[config.mk]
export PLATFORM = sky130hd
export DESIGN_NAME = secuenciador_programa_flat
export DESIGN_NICKNAME = d
export VERILOG_FILES = /design/src/rtl/secuenciador_programa_if.sv /design/src/rtl/secuenciador_programa.sv /design/src/flat_wrapper.sv
export SDC_FILE = /design/constraint.sdc
export NUM_CORES = 1
export LEC_CHECK = 0
export CAP_MARGIN = 25
export CELL_PAD_IN_SITES_DETAIL_PLACEMENT = 1
export CELL_PAD_IN_SITES_GLOBAL_PLACEMENT = 1
export CORE_AREA = 2 2 82 84
export DETAILED_ROUTE_END_ITERATION = 6
export DIE_AREA = 0 0 84 86
export PLACE_DENSITY_LB_ADDON = 0.1
export SETUP_SLACK_MARGIN = 0.3
export SLEW_MARGIN = 30
export SYNTH_ARGS = -nofsm -noshare
export SYNTH_HDL_FRONTEND = slang
export SYNTH_SLANG_ARGS = --single-unit
[constraint.sdc]
create_clock -name i_Clk -period 2.6 [get_ports i_Clk]
set_clock_uncertainty 0.05 [all_clocks]
set_input_delay 0.52 -clock i_Clk [delete_from_list [all_inputs] [get_ports i_Clk]]
set_output_delay 0.52 -clock i_Clk [all_outputs]
set_load 0.02 [all_outputs]
[src/rtl/secuenciador_programa_if.sv]
// Bus between the MicroUAZ decoder/datapath and the program sequencer.
// The slave modport is the sequencer's view; the master modport is its environment.
interface secuenciador_programa_if #(
  parameter int AW    = 9,
  parameter int DEPTH = 4
);
  localparam int SPW = $clog2(DEPTH + 1);

  logic [AW-1:0]  i_Target;
  logic [2:0]     i_Cond;
  logic           i_Is_Jump;
  logic           i_Is_Call;
  logic           i_Is_Ret;
  logic           i_Is_Halt;
  logic           i_Mem_Req;
  logic           i_Mem_Ready;
  logic [2:0]     i_Flags;

  logic [AW-1:0]  o_Pc;
  logic           o_Rom_En;
  logic           o_Ir_Load;
  logic           o_Exec_En;
  logic           o_Halted;
  logic           o_Stack_Err;
  logic [SPW-1:0] o_Sp;

  modport slave (
    input  i_Target, i_Cond, i_Is_Jump, i_Is_Call, i_Is_Ret, i_Is_Halt,
           i_Mem_Req, i_Mem_Ready, i_Flags,
    output o_Pc, o_Rom_En, o_Ir_Load, o_Exec_En, o_Halted, o_Stack_Err, o_Sp
  );

  modport master (
    output i_Target, i_Cond, i_Is_Jump, i_Is_Call, i_Is_Ret, i_Is_Halt,
           i_Mem_Req, i_Mem_Ready, i_Flags,
    input  o_Pc, o_Rom_En, o_Ir_Load, o_Exec_En, o_Halted, o_Stack_Err, o_Sp
  );
endinterface

[src/rtl/secuenciador_programa.sv]
// MicroUAZ program sequencer: Moore FSM stepping fetch/decode/exec/wait,
// owning the PC, conditional jumps and a hardware call/return stack.
module secuenciador_programa #(
  parameter int DEPTH = 4,
  parameter int AW    = 9
) (
  input  logic                   i_Clk,
  input  logic                   i_Reset,
  secuenciador_programa_if.slave bus
);
  localparam int SPW = $clog2(DEPTH + 1);
  localparam int IW  = (DEPTH > 1) ? $clog2(DEPTH) : 1;
  localparam logic [SPW-1:0] SP_FULL = SPW'(DEPTH);

  typedef enum logic [2:0] {
    S_FETCH,
    S_DECODE,
    S_EXEC,
    S_WAIT,
    S_HALT
  } state_t;

  state_t         state_q, state_d;
  logic [AW-1:0]  pc_q, pc_d;
  logic [SPW-1:0] sp_q, sp_d;
  logic           err_q, err_d;
  logic [AW-1:0]  stack_q [DEPTH];
  logic           push;
  logic [AW-1:0]  pcInc;
  logic [SPW-1:0] spInc, spDec;
  logic [IW-1:0]  pushIdx, popIdx;
  logic           condOk;

  assign pcInc   = pc_q + 1'b1;
  assign spInc   = sp_q + 1'b1;
  assign spDec   = sp_q - 1'b1;
  assign pushIdx = sp_q[IW-1:0];
  assign popIdx  = spDec[IW-1:0];

  always_comb begin
    condOk = 1'b0;
    case (bus.i_Cond)
      3'b000:  condOk = 1'b0;
      3'b001:  condOk = 1'b1;
      3'b010:  condOk = bus.i_Flags[0];
      3'b011:  condOk = ~bus.i_Flags[0];
      3'b100:  condOk = bus.i_Flags[1];
      3'b101:  condOk = ~bus.i_Flags[1];
      3'b110:  condOk = bus.i_Flags[2];
      default: condOk = ~bus.i_Flags[2];
    endcase
  end

  // Commit happens only when leaving EXEC for FETCH/HALT or leaving WAIT.
  always_comb begin
    state_d = state_q;
    pc_d    = pc_q;
    sp_d    = sp_q;
    err_d   = err_q;
    push    = 1'b0;
    unique case (state_q)
      S_FETCH:  state_d = S_DECODE;
      S_DECODE: state_d = S_EXEC;
      S_EXEC: begin
        if (bus.i_Is_Halt) begin
          state_d = S_HALT;
        end else if (bus.i_Is_Ret) begin
          if (sp_q == '0) begin
            err_d   = 1'b1;
            state_d = S_HALT;
          end else begin
            pc_d    = stack_q[popIdx];
            sp_d    = spDec;
            state_d = S_FETCH;
          end
        end else if (bus.i_Is_Call) begin
          if (sp_q == SP_FULL) begin
            err_d   = 1'b1;
            state_d = S_HALT;
          end else begin
            push    = 1'b1;
            sp_d    = spInc;
            pc_d    = bus.i_Target;
            state_d = S_FETCH;
          end
        end else if (bus.i_Is_Jump) begin
          pc_d    = condOk ? bus.i_Target : pcInc;
          state_d = S_FETCH;
        end else if (bus.i_Mem_Req) begin
          state_d = S_WAIT;
        end else begin
          pc_d    = pcInc;
          state_d = S_FETCH;
        end
      end
      S_WAIT: begin
        if (bus.i_Mem_Ready) begin
          pc_d    = pcInc;
          state_d = S_FETCH;
        end
      end
      S_HALT:   state_d = S_HALT;
      default:  state_d = S_FETCH;
    endcase
  end

  always_ff @(posedge i_Clk) begin
    if (!i_Reset) begin
      state_q <= S_FETCH;
      pc_q    <= '0;
      sp_q    <= '0;
      err_q   <= 1'b0;
    end else begin
      state_q <= state_d;
      pc_q    <= pc_d;
      sp_q    <= sp_d;
      err_q   <= err_d;
    end
  end

  // Stack storage needs no reset; occupancy alone decides which entries are live.
  always_ff @(posedge i_Clk) begin
    if (i_Reset && push) begin
      stack_q[pushIdx] <= pcInc;
    end
  end

  assign bus.o_Pc        = pc_q;
  assign bus.o_Rom_En    = (state_q == S_FETCH);
  assign bus.o_Ir_Load   = (state_q == S_DECODE);
  assign bus.o_Exec_En   = (state_q == S_EXEC);
  assign bus.o_Halted    = (state_q == S_HALT);
  assign bus.o_Stack_Err = err_q;
  assign bus.o_Sp        = sp_q;
endmodule
[src/flat_wrapper.sv]
// flat-port wrapper written by rule: the top's interface ports become plain ports
module secuenciador_programa_flat 
#(
  parameter int DEPTH = 4,
  parameter int AW    = 9
)
  (i_Clk, i_Reset, bus_i_Target, bus_i_Cond, bus_i_Is_Jump, bus_i_Is_Call, bus_i_Is_Ret, bus_i_Is_Halt, bus_i_Mem_Req, bus_i_Mem_Ready, bus_i_Flags, bus_o_Pc, bus_o_Rom_En, bus_o_Ir_Load, bus_o_Exec_En, bus_o_Halted, bus_o_Stack_Err, bus_o_Sp);
  secuenciador_programa_if #(.AW(AW), .DEPTH(DEPTH)) bus_i ();
  input  logic i_Clk;
  input  logic i_Reset;
  input wire logic [$bits(bus_i.i_Target)-1:0] bus_i_Target;
  input wire logic [$bits(bus_i.i_Cond)-1:0] bus_i_Cond;
  input wire logic [$bits(bus_i.i_Is_Jump)-1:0] bus_i_Is_Jump;
  input wire logic [$bits(bus_i.i_Is_Call)-1:0] bus_i_Is_Call;
  input wire logic [$bits(bus_i.i_Is_Ret)-1:0] bus_i_Is_Ret;
  input wire logic [$bits(bus_i.i_Is_Halt)-1:0] bus_i_Is_Halt;
  input wire logic [$bits(bus_i.i_Mem_Req)-1:0] bus_i_Mem_Req;
  input wire logic [$bits(bus_i.i_Mem_Ready)-1:0] bus_i_Mem_Ready;
  input wire logic [$bits(bus_i.i_Flags)-1:0] bus_i_Flags;
  output wire logic [$bits(bus_i.o_Pc)-1:0] bus_o_Pc;
  output wire logic [$bits(bus_i.o_Rom_En)-1:0] bus_o_Rom_En;
  output wire logic [$bits(bus_i.o_Ir_Load)-1:0] bus_o_Ir_Load;
  output wire logic [$bits(bus_i.o_Exec_En)-1:0] bus_o_Exec_En;
  output wire logic [$bits(bus_i.o_Halted)-1:0] bus_o_Halted;
  output wire logic [$bits(bus_i.o_Stack_Err)-1:0] bus_o_Stack_Err;
  output wire logic [$bits(bus_i.o_Sp)-1:0] bus_o_Sp;
  assign bus_i.i_Target = bus_i_Target;
  assign bus_i.i_Cond = bus_i_Cond;
  assign bus_i.i_Is_Jump = bus_i_Is_Jump;
  assign bus_i.i_Is_Call = bus_i_Is_Call;
  assign bus_i.i_Is_Ret = bus_i_Is_Ret;
  assign bus_i.i_Is_Halt = bus_i_Is_Halt;
  assign bus_i.i_Mem_Req = bus_i_Mem_Req;
  assign bus_i.i_Mem_Ready = bus_i_Mem_Ready;
  assign bus_i.i_Flags = bus_i_Flags;
  assign bus_o_Pc = bus_i.o_Pc;
  assign bus_o_Rom_En = bus_i.o_Rom_En;
  assign bus_o_Ir_Load = bus_i.o_Ir_Load;
  assign bus_o_Exec_En = bus_i.o_Exec_En;
  assign bus_o_Halted = bus_i.o_Halted;
  assign bus_o_Stack_Err = bus_i.o_Stack_Err;
  assign bus_o_Sp = bus_i.o_Sp;
  secuenciador_programa #(.DEPTH(DEPTH), .AW(AW)) u_core (.i_Clk(i_Clk), .i_Reset(i_Reset), .bus(bus_i));
endmodule
## Word level (Yosys, flattened, before mapping)

Memories as Yosys holds them, arrays and structs flattened.
Cells that the tools add are included.

- Register bits after elaboration: 16
- Latch bits: 0
- Bits in writable memories: 36
- Bits in read-only memories: 0
- Bits of input ports: 23
- Memories: 1

Memories:

| memory | words | width | rd ports | clocked after Yosys merged registers in | wr ports | line | source |
|---|---|---|---|---|---|---|---|
| u_core.stack_q | 4 | 9 | 1 | 0 | 1 | secuenciador_programa.sv:27 | `logic [AW-1:0] stack_q [DEPTH];` |

- Add/subtract/negate cells: 3
- Multiply operators: 0
- Divide/modulo/power cells: 0
- Order comparisons: 0
- Equal/unequal tests: 19
- Shift operators: 0
- Mux-type cells: 35
- Bitwise logic cells: 4
- Reduce and logical (&&, ||, !) cells: 10

Operators by type and width:

| cell | count |
|---|---|
| 2-to-1 mux 9 bit | 9 |
| 2-to-1 mux 3 bit | 11 |
| case mux 9 bit (2 select lines) | 1 |
| equality test 3 bit, second input constant | 5 |
| case mux 3 bit (5 select lines) | 1 |
| equality test 3 x 2 -> 1 bit, second input constant | 4 |
| 2-to-1 mux 1 bit | 11 |
| AND reduction 5 bit | 2 |
| adder 9 x 1 -> 9 bit, second input constant | 1 |
| logical NOT 3 bit | 3 |
| inequality test 2 bit, second input constant | 4 |
| case mux 1 bit (7 select lines) | 1 |
| equality test 3 x 1 -> 1 bit, second input constant | 2 |
| AND reduction 6 bit | 1 |
| nonzero test 2 bit | 3 |
| inequality test 5 bit, second input constant | 1 |
| inequality test 4 bit, second input constant | 1 |
| inverter 1 bit | 4 |
| adder 3 x 1 -> 3 bit, second input constant | 1 |
| inequality test 3 bit, second input constant | 1 |
| subtractor 3 x 1 -> 3 bit, second input constant | 1 |
| 2-to-1 mux 2 bit | 1 |
| inequality test 2 x 1 -> 1 bit, second input constant | 1 |
| logical AND 1 bit | 1 |

## Depth between registers and ports, before layout

Gate-level depths: netlist (run 1).

- Depth in word-level cells: 9
- Mapped depth: 10
- Gate-level depth less buffers: 8

## Worst setup path after synthesis (run 1)

Ideal clock, no wire load.

- Kind: reg2reg
- Start: register u_core.sp_q[0], in the netlist u_core.bus.o_Sp[0]
- End: register u_core.pc_q[5], in the netlist u_core.bus.o_Pc[5]
- Library setup time: 0.117 ns
- Arrival: 2.233 ns
- Data required time: 2.433 ns
- Path slack: 0.200 ns
- Cell stages (with the launch flop): 11
- Buffers on the path: 2
- Clock period less this slack: 2.400 ns
- Cells stage by stage: dfxtp_1 -> buf_4 -> inv_1 -> ha_1 -> clkbuf_2 -> nand2_1 -> nor2_1 -> a2111oi_2 -> a21oi_1 -> or2_0 -> o2bb2ai_1

- Cells in the longest elaborated chain, start to end: 6
- Elaborated cells on any way between the ends: 11

RTL lines:

| element | line | source |
|---|---|---|
| start, declared | secuenciador_programa.sv:25 | `logic [SPW-1:0] sp_q, sp_d;` |
| start signal, assigned | secuenciador_programa.sv:116 | `sp_q <= sp_d;` |
| subtractor 3 x 1 -> 3 bit | secuenciador_programa.sv:36 | `assign spDec = sp_q - 1'b1;` |
| memory (4 x 9 bit) | -- |  |
| 2-to-1 mux 9 bit | secuenciador_programa.sv:68 | `if (sp_q == '0) begin` |
| 2-to-1 mux 9 bit | secuenciador_programa.sv:67 | `end else if (bus.i_Is_Ret) begin` |
| 2-to-1 mux 9 bit | secuenciador_programa.sv:65 | `if (bus.i_Is_Halt) begin` |
| case mux 9 bit (2 select lines) | secuenciador_programa.sv:61 | `unique case (state_q)` |
| end signal, assigned | secuenciador_programa.sv:115 | `pc_q <= pc_d;` |
| end, declared | secuenciador_programa.sv:24 | `logic [AW-1:0] pc_q, pc_d;` |

Several ways; a longest one is shown, not always the timed one. The select of a mux whose other input is x is not followed.
A chain may end at the register's enable or synchronous reset.

## Final worst setup path (run 1)

- Start: register u_core.state_q[0]
- End: output bus_o_Ir_Load

- Cells in the longest elaborated chain, start to end: 1

RTL lines:

| element | line | source |
|---|---|---|
| start, declared | secuenciador_programa.sv:23 | `state_t state_q, state_d;` |
| start signal, assigned | secuenciador_programa.sv:114 | `state_q <= state_d;` |
| equality test 3 x 1 -> 1 bit | secuenciador_programa.sv:130 | `assign bus.o_Ir_Load = (state_q == S_DECODE);` |
| end, declared | flat_wrapper.sv:22 | `output wire logic [$bits(bus_i.o_Ir_Load)-1:0] bus_o_Ir_Load;` |

No other way between the ends.

==> summary.md, run 1 <==
| Metric | Value |
|---|---|
| # clock sinks | `52` |
| Port bufs | `39` |
| Finish-stage setup viols | `0` |
| Post-synth top area share | `0.403` |
| Layout net count | `about 310` |
| Worst endpoint data arrival time | `1630 ps` |
| R2R depth | `6` |
| H-tree levels | `2` |
| Mapped Area | `around 2700 sq um` |
| Seq/Total Area, Yosys | `0.523` |
| Max incr delay on CP | `~600 ps` |
| HP Start | `u_core.bus.o_Pc[8]` |
| Vias/cell | `approximately 5.5` |
| Final hold violations | `0` |
| Required time worst endpoint | `slightly above 2000 ps` |
| Vias | `1984` |
| Total grt overflow | `0` |
| Minimum clock period | `2200 ps` |
| Initial Util | `0.427` |
| Commonest cells in the synthesized netlist | `edfxtp_1 (36), nand2_1 (20), nor2_1 (17)` |
| Row cnt | `29` |
| Filler cells | `between 600 and 700` |
| Post-Syn Instances | `~230` |
| Die height | `about 86 microns` |
| Layout area overhead | `25.9%` |
| Setup Total Neg Slack | `0 ps` |
| Critical path's slowest cell | `clkdlybuf4s50_1` |
| Mapped Nets | `260` |
| Total of max-cap violations | `0` |
| Worst slew pin tran | `about 480 ps` |
| Status | `completed` |
| Die ar. | `approximately 7200 sq um` |
| Synth Flop Type | `edfxtp_1` |
| Detail Route Antenna Nets | `0` |
| Clk Latency, worst-skew pair | `310 ps` |
| Core area | `about 6300 sq um` |
| Critical-path maximum fanout | `6` |
| Largest net degree at the start of global routing | `20` |
| Iter 0 DRT Violations | `94` |
| Reg2reg start | `u_core.bus.o_Sp[1]` |
| GRT Util Overall | `0.195` |
| Count of cell types in the netlist | `between 50 and 60` |
| TritonRoute pass-1 iters | `4` |
| Synth warnings | `0` |
| Reg-to-reg critical path endpoint | `u_core.bus.o_Pc[0]` |
| CTS tree | `yes` |
| Hold WS | `approximately 470 ps` |
| Seq cells post-synth | `between 50 and 60` |
| CTS Buf Count | `5` |
| Clk buf depth | `2` |
| Ratio of cells with drive above 1 in the final layout | `0.164` |
| CP Launch Type | `flop` |
| Endpoint of the worst hold path | `u_core.bus.o_Pc[8]` |
| Critical-path cell list | `nor2b_2, nor2b_1, clkdlybuf4s50_1` |
| R2r setup slk | `roughly 540 ps` |
| Wirelength, routed | `6720 microns` |
| Antenna fix cells | `0` |
| Pwr per Cell Area | `between 500 and 600 nW/um^2` |
| Worst Hold Class | `reg2reg` |
| Top area cells in the synthesized netlist | `edfxtp_1 (40%), dfxtp_1 (12%), mux4_2 (5.9%), mux2i_1 (4.5%), ha_1 (2.8%)` |
| Yosys top cell by area | `edfxtp_1` |
| Maximum vdd drop | `a little under 0.4 mV` |
| Max Slew Vio Count | `0` |
| Top-Level Pins | `40` |
| Vias in the first global route | `2019` |
| Crit. End Element | `output port` |
| Count leader, synth | `edfxtp_1` |
| DRC | `0` |
| Crit path kind | `reg2out` |
| F_max | `between 0.4 and 0.5 GHz` |
| Fraction of registers with async set/reset | `0` |
| Initial antenna violation count | `0` |
| Buf+Inv Stages, Crit Path | `1` |
| CTS root buffer | `clkbuf_8` |
| Final GP Congestion | `approximately 0.77` |
| Avg WL per Cell | `18.5 microns` |
| Chip width | `between 80 and 90 microns` |
| Post-CTS Setup Bufs | `0` |
| Crit-path leading delay family | `buffers and inverters` |
| RSZ-0062 raised after global routing | `no` |
| Syn_area_per_cell | `11.6 sq um` |
| Total power | `0.00171 W` |
| Clock slew at reported path FFs | `110 ps` |
| Relative slew slack | `0.676` |
| Final core occ | `0.538` |
| DP HPWL | `between 4000 and 5000 microns` |
| Number of enable flip-flop cells after synthesis | `36` |
| Tcrit/Tclk final | `0.848` |
| First-pass GRT wire length | `approximately 11000 microns` |
| Hold path cells | `2` |
| Pleak | `approximately 1.2 nW` |
sequential cells by signal (all words and copies together) (netlist names):
name                    count
u_core.state_q              3
u_core.bus.o_Stack_Err      1
u_core.stack_q             36
u_core.bus.o_Sp             3
u_core.bus.o_Pc             9
per-layer routing:
layer,up-vias,share of wire,track usage
met4,0,0.0043,0.0396
met3,2,0.026,0.0231
met5,-,0,0
li1,961,-,-
met1,989,0.45,0.254
met2,32,0.52,0.352
logic make-up after synthesis:
logic type,Yosys count,synth area share
AO/OA/AOI/OAI,43,0.118
XOR/XNOR,13,0.0425
adder cells (fa/ha/maj),6,0.0280
buffers and inverters,23,0.0387
flip-flops,52,0.523
multiplexers,21,0.112
AND/OR/NAND/NOR,73,0.138
through the flow:
stage,area [sq um],setup WS [ps],instances
floorplan,2680,339,231
global placement,3250,77.2,355
detailed placement,3250,8.22,355
CTS,3350,294,363
global route,3370,302,363
finish,3370,395,363
what timing repair did:
item / CTS / global route
gates resized for setup: 3 / 6
hold buffers: 0 / 0
setup endpoints to repair: 5 / 12
worst min-delay path, cell delays in order (launching register included):
cell and delay [ps]:
dfxtp_1 350, nand2_1 70, o2bb2ai_1 60
how the worst max path moves through the flow:
| stage | from | to | depth (start not counted) |
|---|---|---|---|
| floorplan | u_core.bus.o_Sp[0] | u_core.bus.o_Pc[5] | 10 |
| CTS | u_core.bus.o_Sp[1] | u_core.bus.o_Pc[0] | 6 |
| finish | u_core.state_q[0] | bus_o_Ir_Load | 3 |
| global placement | bus_i_Is_Ret | u_core.bus.o_Pc[2] | 6 |
| detailed placement | bus_i_Is_Ret | u_core.bus.o_Pc[8] | 7 |
| global route | u_core.state_q[0] | bus_o_Ir_Load | 3 |
layout make-up:
type | instances | area (sq um) | share of cell area
clock buffers | 5 | 68.8 | 0.0204
flip-flops and latches | 52 | 1410 | 0.417
clock inverters | 3 | 28.8 | 0.00853
well taps | 77 | 96.3 | 0.0286
multi-input cells | 156 | 1200 | 0.355
inverters | 14 | 52.6 | 0.0156
repair buffers | 56 | 523 | 0.155
where the power goes:
part	switching, W	internal, W	total [W]
sequential	0.0000190	0.000898	0.000917
combinational	0.000144	0.000136	0.000280
clock	0.000306	0.000204	0.000510
cell usage in the layout, fill, tap and decap left out, drive strengths merged, types with 7 or more instances in the layout:
cell / n
clkdlybuf4s50: 37
edfxtp: 36
nand2: 20
nor2: 18
buf: 17
inv: 17
dfxtp: 16
mux2i: 12
o21ai: 9
nand3: 8
xnor2: 8
a21oi: 8
mux4: 7
Power figures use the tool's default switching activity.
==> run 2, diff against run 1 <==
CORE_AREA = 2 2 86 88   (was 2 2 82 84)
DIE_AREA = 0 0 88 90   (was 0 0 84 86)
clock period = 1.8 ns   (was 2.6 ns; I/O delays follow)
==> run 2 against run 1 <==
  * The run now ends with negative setup slack left
  * Critical path depth is 5 higher
  * Cell area up 27%
  * Global-route usage rose by 2.9 points
  * Critical endpoint is now u_core.bus.o_Pc[4]
  * Largest cell class is now multi-input combinational cells
==> summary.md, run 2 (synthesized netlist as in run 1, its figures left out) <==
| Metric | Value |
|---|---|
| Initial Util | `0.382` |
| Reg-to-reg critical path endpoint | `u_core.bus.o_Pc[4]` |
| Avg WL per Cell | `just under 20 microns` |
| RSZ-0062 raised after global routing | `yes` |
| Clk pwr share | `0.283` |
| Critical-path maximum fanout | `5` |
| Relative slew slack | `0.632` |
| Cells after DPL | `between 400 and 500` |
| Max FFs per register | `36` |
| Pleak | `between 1.5 and 2 nW` |
| Row cnt | `31` |
| Top-Level Pins | `40` |
| Minimum clock period | `between 1500 and 2000 ps` |
| Gate power share | `0.221` |
| Die height | `90 microns` |
| Final worst slack | `-133 ps` |
| Net load switching power | `approximately 0.00078 W` |
| Worst slew pin tran | `around 550 ps` |
| Pwr per Cell Area | `~620 nW/um^2` |
| Status | `complete, but fails checks` |
| Violated checks | `negative setup slack` |
| GRT Util Overall | `0.224` |
| Vias/cell | `5.18` |
| DRC | `0` |
| Total of max-cap violations | `0` |
| Total grt overflow | `0` |
| Die ar. | `between 7000 and 8000 sq um` |
| Vias in the first global route | `2514` |
| # clock sinks | `52` |
| Max Slew Vio Count | `0` |
| Antenna fix cells | `0` |
| Flop pwr share | `0.496` |
| Initial antenna violation count | `0` |
| Final GP Congestion | `around 0.80` |
| R2R depth | `7` |
| Crit. End Element | `flop` |
| Vias | `2317` |
| Commonest cells after routing, fill and taps aside | `buf_4 (60), edfxtp_1 (36), clkdlybuf4s50_1 (16)` |
| Detail Route Antenna Nets | `0` |
| Sw frac | `0.290` |
| Largest net degree at the start of global routing | `20` |
| Final hold violations | `0` |
| Layout net count | `about 380` |
| HP Start | `u_core.bus.o_Stack_Err` |
| Commonest non-fill, non-tap cell in the layout | `buf_4` |
| Hold path cells | `2` |
| Tcrit/Tclk final | `1.07` |
| Endpoint of the worst hold path | `u_core.bus.o_Stack_Err` |
| Largest Register | `u_core.stack_q` |
| Layout area overhead | `60.1%` |
| Core area | `approximately 7000 sq um` |
| Internal | `around 0.0019 W` |
| DP HPWL | `between 5000 and 6000 microns` |
| H-tree levels | `2` |
| Post-CTS Hold Buffers | `0` |
| CP Launch Type | `input port` |
| TritonRoute pass-1 iters | `4` |
| Required time worst endpoint | `around 2000 ps` |
| Maximum vdd drop | `roughly 0.37 mV` |
| Wirelength, routed | `between 8000 and 9000 microns` |
| Reg2reg start | `u_core.state_q[2]` |
| Clk Latency, worst-skew pair | `about 320 ps` |
| F_max | `roughly 0.52 GHz` |
| CTS root buffer | `clkbuf_8` |
| First-pass GRT wire length | `roughly 13000 microns` |
| R2r setup slk | `-130 ps` |
| Final cell count without fillers | `447` |
| CTS tree | `yes` |
| Clock slew at reported path FFs | `120 ps` |
| Worst Hold Class | `reg2reg` |
| Iter 0 DRT Violations | `slightly below 100` |
| Ratio of cells with drive above 1 in the final layout | `0.494` |
| Finish-stage setup viols | `29` |
| Worst slack at placement | `-564 ps` |
| Port bufs | `39` |
| Clk buf depth | `2` |
| Worst endpoint data arrival time | `around 2100 ps` |
| Chip width | `between 80 and 90 microns` |
| Crit path kind | `in2reg` |
| CTS Buf Count | `5` |
==> run 2: cell count changes in the layout (fill, tap and decap cells not counted), sizes merged <==
cell	delta
dlygate4sd2	+9
clkdlybuf4s15	+3
clkdlybuf4s50	-21
clkbuf	+7
buf	+65
dlymetal6s2s	-1
==> run 2: worst max-delay path: stages <==
cell and delay [ps]:
clkdlybuf4s50_1 410, nor4b_2 170, a311o_1 330, a21oi_2 230, buf_6 160, a21boi_2 170
o211ai_1 90, a31oi_1 180
==> run 2: layer usage <==
layer	up-vias	global-route usage	routed length, microns
li1	1084	-	-
met1	1175	0.289	3700
met2	45	0.386	4630
met3	13	0.0395	249
met4	0	0.0500	145
met5	-	0	0
==> run 2: cell type report <==
cell class	count	area [sq um]
clock buffers	5	68.8
clock inverters	3	28.8
fillers	717	2730
inverters	14	62.6
multi-input cells	156	1490
flip-flops and latches	52	1430
well taps	99	124
repair buffers	118	1090
==> run 2: through the flow <==
stage                     hold WS (ps)   util  area (sq um)  total power (W)  setup TNS (ps)
after detailed placement           439  0.525          3680          0.00184          -16080
after CTS                          453  0.592          4150          0.00264           -1600
after global placement             431  0.525          3680          0.00183          -15740
after global routing               505  0.611          4290          0.00276           -4030
after floorplan                    473      -          2790          0.00159           -2790
final                              481  0.611          4290          0.00268           -1500
==> run 2: worst max-delay path by stage <==
stage | to | slack (ps) | startpoint
2_1_floorplan | u_core.bus.o_Pc[5] | -250 | u_core.bus.o_Sp[0]
3_3_place_gp | u_core.bus.o_Pc[3] | -520 | bus_i_Cond[1]
3_5_place_dp | u_core.bus.o_Pc[3] | -560 | bus_i_Cond[1]
4_1_cts | u_core.bus.o_Pc[0] | -100 | u_core.bus.o_Sp[0]
5_1_grt | u_core.bus.o_Pc[8] | -200 | u_core.bus.o_Sp[0]
6_report | u_core.bus.o_Pc[4] | -130 | bus_i_Mem_Req
==> run 2: power groups by stage <==
stage / Sequential [W] / Combinational (W) / Clock (W)
floorplan: 0.00136 / 0.000229 / 0
global placement: 0.00135 / 0.000480 / 0
detailed placement: 0.00135 / 0.000487 / 0
CTS: 0.00133 / 0.000545 / 0.000764
global route: 0.00133 / 0.000629 / 0.000801
finish: 0.00133 / 0.000592 / 0.000758
==> run 2: repair_timing <==
action | 4_1_cts | 5_1_grt
gates resized for setup | 93 | 43
cloned | 3 | 0
setup buffers | 18 | 6
pin swaps | 24 | 18
endpoints found under the setup margin | 78 | 74
